===== config.mk =====
export PLATFORM = sky130hd
export DESIGN_NAME = incrementer
export DESIGN_NICKNAME = d
export VERILOG_FILES = /design/src/rtl/incrementer.sv
export SDC_FILE = /design/constraint.sdc
export NUM_CORES = 1
export LEC_CHECK = 0
export BUFFER_PORTS_ARGS = -buffer_cell sky130_fd_sc_hd__buf_2
export CAP_MARGIN = 20
export CELL_PAD_IN_SITES_DETAIL_PLACEMENT = 1
export CELL_PAD_IN_SITES_GLOBAL_PLACEMENT = 2
export CORE_ASPECT_RATIO = 0.7
export CORE_MARGIN = 1.5
export CORE_UTILIZATION = 24
export DETAILED_ROUTE_END_ITERATION = 7
export HOLD_SLACK_MARGIN = 0.12
export PLACE_DENSITY = 0.81
export SYNTH_ARGS = -nofsm -noshare
export SYNTH_HDL_FRONTEND = slang
export SYNTH_SLANG_ARGS = --single-unit

===== constraint.sdc =====
create_clock -name clk -period 1.8 [get_ports clk]
set_input_delay 0.27 -clock clk [delete_from_list [all_inputs] [get_ports clk]]
set_output_delay 0.27 -clock clk [all_outputs]
set_load 0.01 [all_outputs]

===== src/rtl/incrementer.sv =====
// incrementer: registered up-counter advancing by a programmable step, with wrap or saturate at MAX_COUNT.
// Latency: count/wrap/sat_hit update 1 cycle after the sampled inputs; tc is a combinational decode of count.
// Backpressure: none; the inputs are sampled every rising edge. Priority is clr > load > en > hold.
//
// Ports:
//   clk, rst_n          : rising-edge clock and asynchronous active-low reset
//   clr, load, load_val : synchronous clear and synchronous parallel load (load value clamped to MAX_COUNT)
//   en, step, sat_mode  : increment enable, step size (clamped to MAX_COUNT), 1 = saturate / 0 = wrap
//   count, tc           : registered count, and terminal-count decode (count == MAX_COUNT)
//   wrap, sat_hit       : one-cycle registered pulses, set when the last update wrapped or clamped

module incrementer #(
  parameter int unsigned WIDTH     = 7,
  parameter int unsigned MAX_COUNT = 2**WIDTH - 1
) (
  input  logic             clk,
  input  logic             rst_n,
  input  logic             clr,
  input  logic             load,
  input  logic [WIDTH-1:0] load_val,
  input  logic             en,
  input  logic [WIDTH-1:0] step,
  input  logic             sat_mode,
  output logic [WIDTH-1:0] count,
  output logic             tc,
  output logic             wrap,
  output logic             sat_hit
);

  // MAX_COUNT at the count width, and one bit wider for the overflow-free sum.
  localparam logic [WIDTH-1:0] LP_MAX     = WIDTH'(MAX_COUNT);
  localparam logic [WIDTH:0]   LP_MAX_EXT = (WIDTH+1)'(MAX_COUNT);
  localparam logic [WIDTH:0]   LP_MODULUS = (WIDTH+1)'(MAX_COUNT + 1);

  if (MAX_COUNT < 1 || MAX_COUNT > 2**WIDTH - 1) begin : g_bad_max
    $error("incrementer: MAX_COUNT must lie in 1 .. 2**WIDTH-1");
  end

  logic [WIDTH-1:0] r_count;
  logic             r_wrap;
  logic             r_sat_hit;

  logic [WIDTH-1:0] w_load_eff;
  logic [WIDTH-1:0] w_step_eff;
  logic [WIDTH:0]   w_sum;
  logic [WIDTH-1:0] w_count_nxt;
  logic             w_wrap_nxt;
  logic             w_sat_nxt;

  // Clamp the load value and the step to MAX_COUNT. With count <= MAX_COUNT and
  // step <= MAX_COUNT, the sum is at most 2*MAX_COUNT, so WIDTH+1 bits always hold it.
  assign w_load_eff = ({1'b0, load_val} > LP_MAX_EXT) ? LP_MAX : load_val;
  assign w_step_eff = ({1'b0, step}     > LP_MAX_EXT) ? LP_MAX : step;
  assign w_sum      = {1'b0, r_count} + {1'b0, w_step_eff};

  always_comb begin
    w_count_nxt = r_count;
    w_wrap_nxt  = 1'b0;
    w_sat_nxt   = 1'b0;
    if (clr) begin
      w_count_nxt = '0;
    end else if (load) begin
      w_count_nxt = w_load_eff;
    end else if (en) begin
      if (w_sum <= LP_MAX_EXT) begin
        // A zero step also lands here: the count holds and no flag fires.
        w_count_nxt = w_sum[WIDTH-1:0];
      end else if (sat_mode) begin
        w_count_nxt = LP_MAX;
        w_sat_nxt   = 1'b1;
      end else begin
        // The difference is below MAX_COUNT+1, so it fits in WIDTH bits.
        w_count_nxt = WIDTH'(w_sum - LP_MODULUS);
        w_wrap_nxt  = 1'b1;
      end
    end
  end

  always_ff @(posedge clk or negedge rst_n) begin
    if (!rst_n) begin
      r_count   <= '0;
      r_wrap    <= 1'b0;
      r_sat_hit <= 1'b0;
    end else begin
      r_count   <= w_count_nxt;
      r_wrap    <= w_wrap_nxt;
      r_sat_hit <= w_sat_nxt;
    end
  end

  assign count   = r_count;
  assign tc      = (r_count == LP_MAX);
  assign wrap    = r_wrap;
  assign sat_hit = r_sat_hit;

endmodule


# == Yosys cells after proc, flatten, opt, wreduce, memory -nomap -nowiden ==
# Cells that the tools add are included.
# word_totals
ff_bits,9
output_inout_bits,10
wordCells,23
# op_classes
n_lt_le_gt_ge,1
addsub,2
mux,15
n_eq_ne,1
n_reduce_logical,1
# op_table
operator,count
$mux 7,5
$mux 1,10
$add 7x7->8,1
$le 8x7->1 const B,1
$eq 7x7->1 const B,1
$sub 7x1->7 const B,1
$reduce_bool 3->1,1

# == Depth between registers and ports, before layout ==
# depth
word_depth,7
ltp_mapped,8
ltp_nobuf,8

# == Worst setup path before layout ==
# OpenSTA, ideal clock, no wires.
# synth_path
kind,register to register
startpoint,reg r_count[0] (netlist: count[0])
endpoint,reg r_count[6] (netlist: count[6])
n_path_buf,0
stages_incl_launch_ff,9
synth_period_minus_slack_ns,1.970
setup_slack_ns,-0.170
arrival_ns,1.871
required_ns,1.701
path_cell_list,dfrtp_1 ha_1 inv_1 fa_1 nand2b_1 a21oi_2 a31oi_1 xor2_1 a311oi_1
# synth_via
elab_chain_len,7
word_cells_on_any_way,8
cone_classes,add/sub (2); order compare (1); mux (5)
# synth_lines
item,line,source
from (decl),39,logic [WIDTH-1:0] r_count;
from (signal assigned),85,r_count <= w_count_nxt;
$add 7x7->8 *,54,"assign w_sum = {1'b0, r_count} + {1'b0, w_step_eff};"
$sub 7x1->7,73,w_count_nxt = WIDTH'(w_sum - LP_MODULUS);
$mux 7,68,end else if (sat_mode) begin
$mux 7 *,65,if (w_sum <= LP_MAX_EXT) begin
$mux 7 *,64,end else if (en) begin
$mux 7 *,62,end else if (load) begin
$mux 7 *,60,if (clr) begin
# Mark *: on every way between the ends. The rest lies on a longest branch, timed or not. The select of a mux whose other input is x is not followed.
# A chain may end at the register's enable or synchronous reset.

# == Final worst setup path ==
# Same ends and word-level chain as after synthesis.

==> qor.txt <==
Nets = 169
Sequential power share = 27.9%
Compound-Gate Fraction of Synth Area = 33.85%
RSZ-0062 raised after global routing = yes
Combinational Power Share = 43.5%
Adder-cell share of the synthesized area = 13.23%
Setup WS post-layout = 0.002182 ns
Crit Path Class = reg2reg
Internal = 545.1 uW
Number of synthesized register bits = 9
CTS H-tree depth = 1
Critical path cell sequence = ha_2 > inv_2 > fa_2 > nand2b_4 > a21oi_4 > a31oi_2 > xor2_1 > a311oi_1
Syn Inst Count = 95
GRT Overall Usage = 17.23%
Net Sw Power = 285.8 uW
CP top delay family = adder cells
Final setup viols = 0
Min cycle time layout = 1.798 ns
Final GP Congestion = 0.7806
Arrival @ worst endpoint = 1.93 ns
Post-route ant nets = 0
Number of buffers added on ports = 29
First-pass GRT wire length = 4754 microns
CTS tree = done
Multi-input logic area = 646.9 sq um
LEAKAGE = 0.6223 nW
CTS Buf Count = 3
Vias = 916
Most frequent cell after synthesis = nor2_1
Filler instances = 379
Worst Hold Path EP = wrap
Share of layout cells above drive strength 1 = 48.57%
Distinct cells, synth = 37
Max_slew headroom = 73.69%
Worst r2r path cells = 8
Mux contribution to synthesized area = 0%
Buf+Inv Stages, Crit Path = 1
Syn Nets = 123
Hold depth = 2
Post-synth EDFFs = 0
Largest family of logic cells by synthesized area = compound AO/OA/AOI/OAI gates
Clock network fraction of total power = 28.7%
Vias in the first global route = 958
Largest area contributor in the netlist = dfrtp_1
Clock Latency Late Sink = 0.23 ns
Synth top area share = 27.69%
Achievable Freq = 0.5562 GHz
Critical path capture point type = flip-flop
Clock transition at path regs = 0.05 ns
Post-synth top cells = nor2_1 (12), a21oi_1 (10), dfrtp_1 (9)
Total gr overflow = 0
CP max stage cell = dfrtp_1
DR WL/cell = 15.67 microns
RR Endpoint = count[6]
P&R area growth vs syn = 52.46%
Die Y = 51.71 microns
Maximum VDD drop = 277.4 uV
Worst slew pin tran = 0.3925 ns
Initial Util = 25.49%
Final setup TNS = 0 ns
Req. time, crit path = 1.94 ns
Antenna violations before repair = 0
XOR/XNOR Fraction of Synth Area = 2.154%
Tcrit/Tclk final = 99.88%
Register area = 225.2 sq um
Synthesized area = 813.3 sq um
Critical R2R Launch = count[0]
Cell Rows = 17
Core area = 0.003191 sq mm
Fin Clk Skew = 0.003010 ns
Total Power = 830.9 uW
Register area share after synthesis = 27.69%
Outcome = finished clean
Synthesized area per cell = 8.561 sq um
Worst Hold Class = in2reg
Drt total wl = 2790 microns
Die area = 0.003752 sq mm
DRT Pass-1 Iters = 3
Max-slew violations = 0
Switching share of power = 34.39%
Ys Warns = 0
Reg2Reg Setup Slack = 0.002 ns
Pin count of the biggest net entering global routing = 18
Startpoint types = flip-flop
Num ports = 30
Main synth FF type = dfrtp_1
Ranking of synthesized cells by area = dfrtp_1 (28%), ha_1 (11%), a21oi_1 (6.2%), nor2_1 (5.5%), a21o_1 (4.6%)
Ys async rst share = 100.0%
Max-cap violations = 0
Crit Path Max Fanout = 2
Synth Area in Simple Gates = 19.69%
Vias/cell = 5.146
# DRC = 0
Drt initial violations = 17
Hold_sp = sat_mode
Max Root-Sink Buffers = 2
Antenna diodes = 0
Pwr Density = 670.1 mW/mm^2
Die Wd = 72.58 microns
CTS Root Cell = clkbuf_8
CP startpoint = count[0]
Slowest Stage Delay on Critical Path = 0.35 ns
Dpl ws = -0.02906 ns
Clock sink count = 9
Final hold violations = 0
Post-detail-place hpwl = 2324 microns
==> cells by family after synthesis <==
group	count (synthesis)
flip-flops	9
AND/OR/NAND/NOR	31
XOR/XNOR	2
adder cells (fa/ha/maj)	8
AO/OA/AOI/OAI	38
buffers and inverters	7
==> state kept, by name, indices dropped and copies added, names as in the netlist <==
name and flops:
wrap 1, sat_hit 1, count 7
==> how the worst max path moves through the flow <==
| stage | depth (start not counted) | endpoint | slack (ns) |
|---|---|---|---|
| 3_3_place_gp | 9 | count[6] | 0.01 |
| 4_1_cts | 8 | count[6] | -0.03 |
| 3_5_place_dp | 9 | count[6] | -0.03 |
| 6_report | 8 | count[6] | 0.002 |
| 2_1_floorplan | 8 | count[6] | -0.08 |
| 5_1_grt | 8 | count[6] | -0.09 |
==> cells in the final DEF (no fill, tap or decap), types with 5 or more instances in the layout <==
cell type and n:
buf_2 29, buf_4 14, nor2_1 12, a21oi_1 10
dfrtp_1 9, nand2_1 6, a21o_1 5
==> per-layer routing <==
metal	wire length, microns	track usage (%)	vias to the layer above
li1	-	-	445
met1	1363	22.46	440
met2	1278	28.29	26
met3	114	4.845	5
met4	34	4.088	0
met5	0	0	-
==> layout make-up <==
| cell class | count | area share, % |
|---|---|---|
| Timing Repair Buffer | 44 | 20.99 |
| Sequential cell | 9 | 18.16 |
| Inverter | 4 | 1.211 |
| Multi-Input combinational cell | 79 | 52.17 |
| Tap cell | 38 | 3.835 |
| Clock buffer | 4 | 3.633 |
==> power by group through the flow <==
stage	logic, mW	clock network [mW]	registers, mW
floorplan	0.177	0	0.243
global placement	0.309	0	0.233
detailed placement	0.322	0	0.234
CTS	0.340	0.244	0.231
global route	0.400	0.263	0.234
finish	0.361	0.238	0.232
==> through the flow <==
step / cells / hold slack, ns / cell area [sq um] / utilization [%]
global placement: 172 / 0.1364 / 1111 / 34.82
CTS: 179 / 0.2396 / 1195 / 37.45
detailed placement: 172 / 0.1399 / 1111 / 34.82
global route: 178 / 0.2402 / 1240 / 38.86
floorplan: 95 / -0.02559 / 833.3 / -
finish: 178 / 0.2375 / 1240 / 38.86
==> timing repair <==
| item | CTS | global route |
|---|---|---|
| setup buffers | 2 | 0 |
| setup endpoints to repair | 3 | 8 |
| hold buffers | 1 | 0 |
| pin swaps | 5 | 11 |
| hold endpoints to repair | 9 | 0 |
| resized for setup | 3 | 9 |
(Power assumes the default switching activity.)
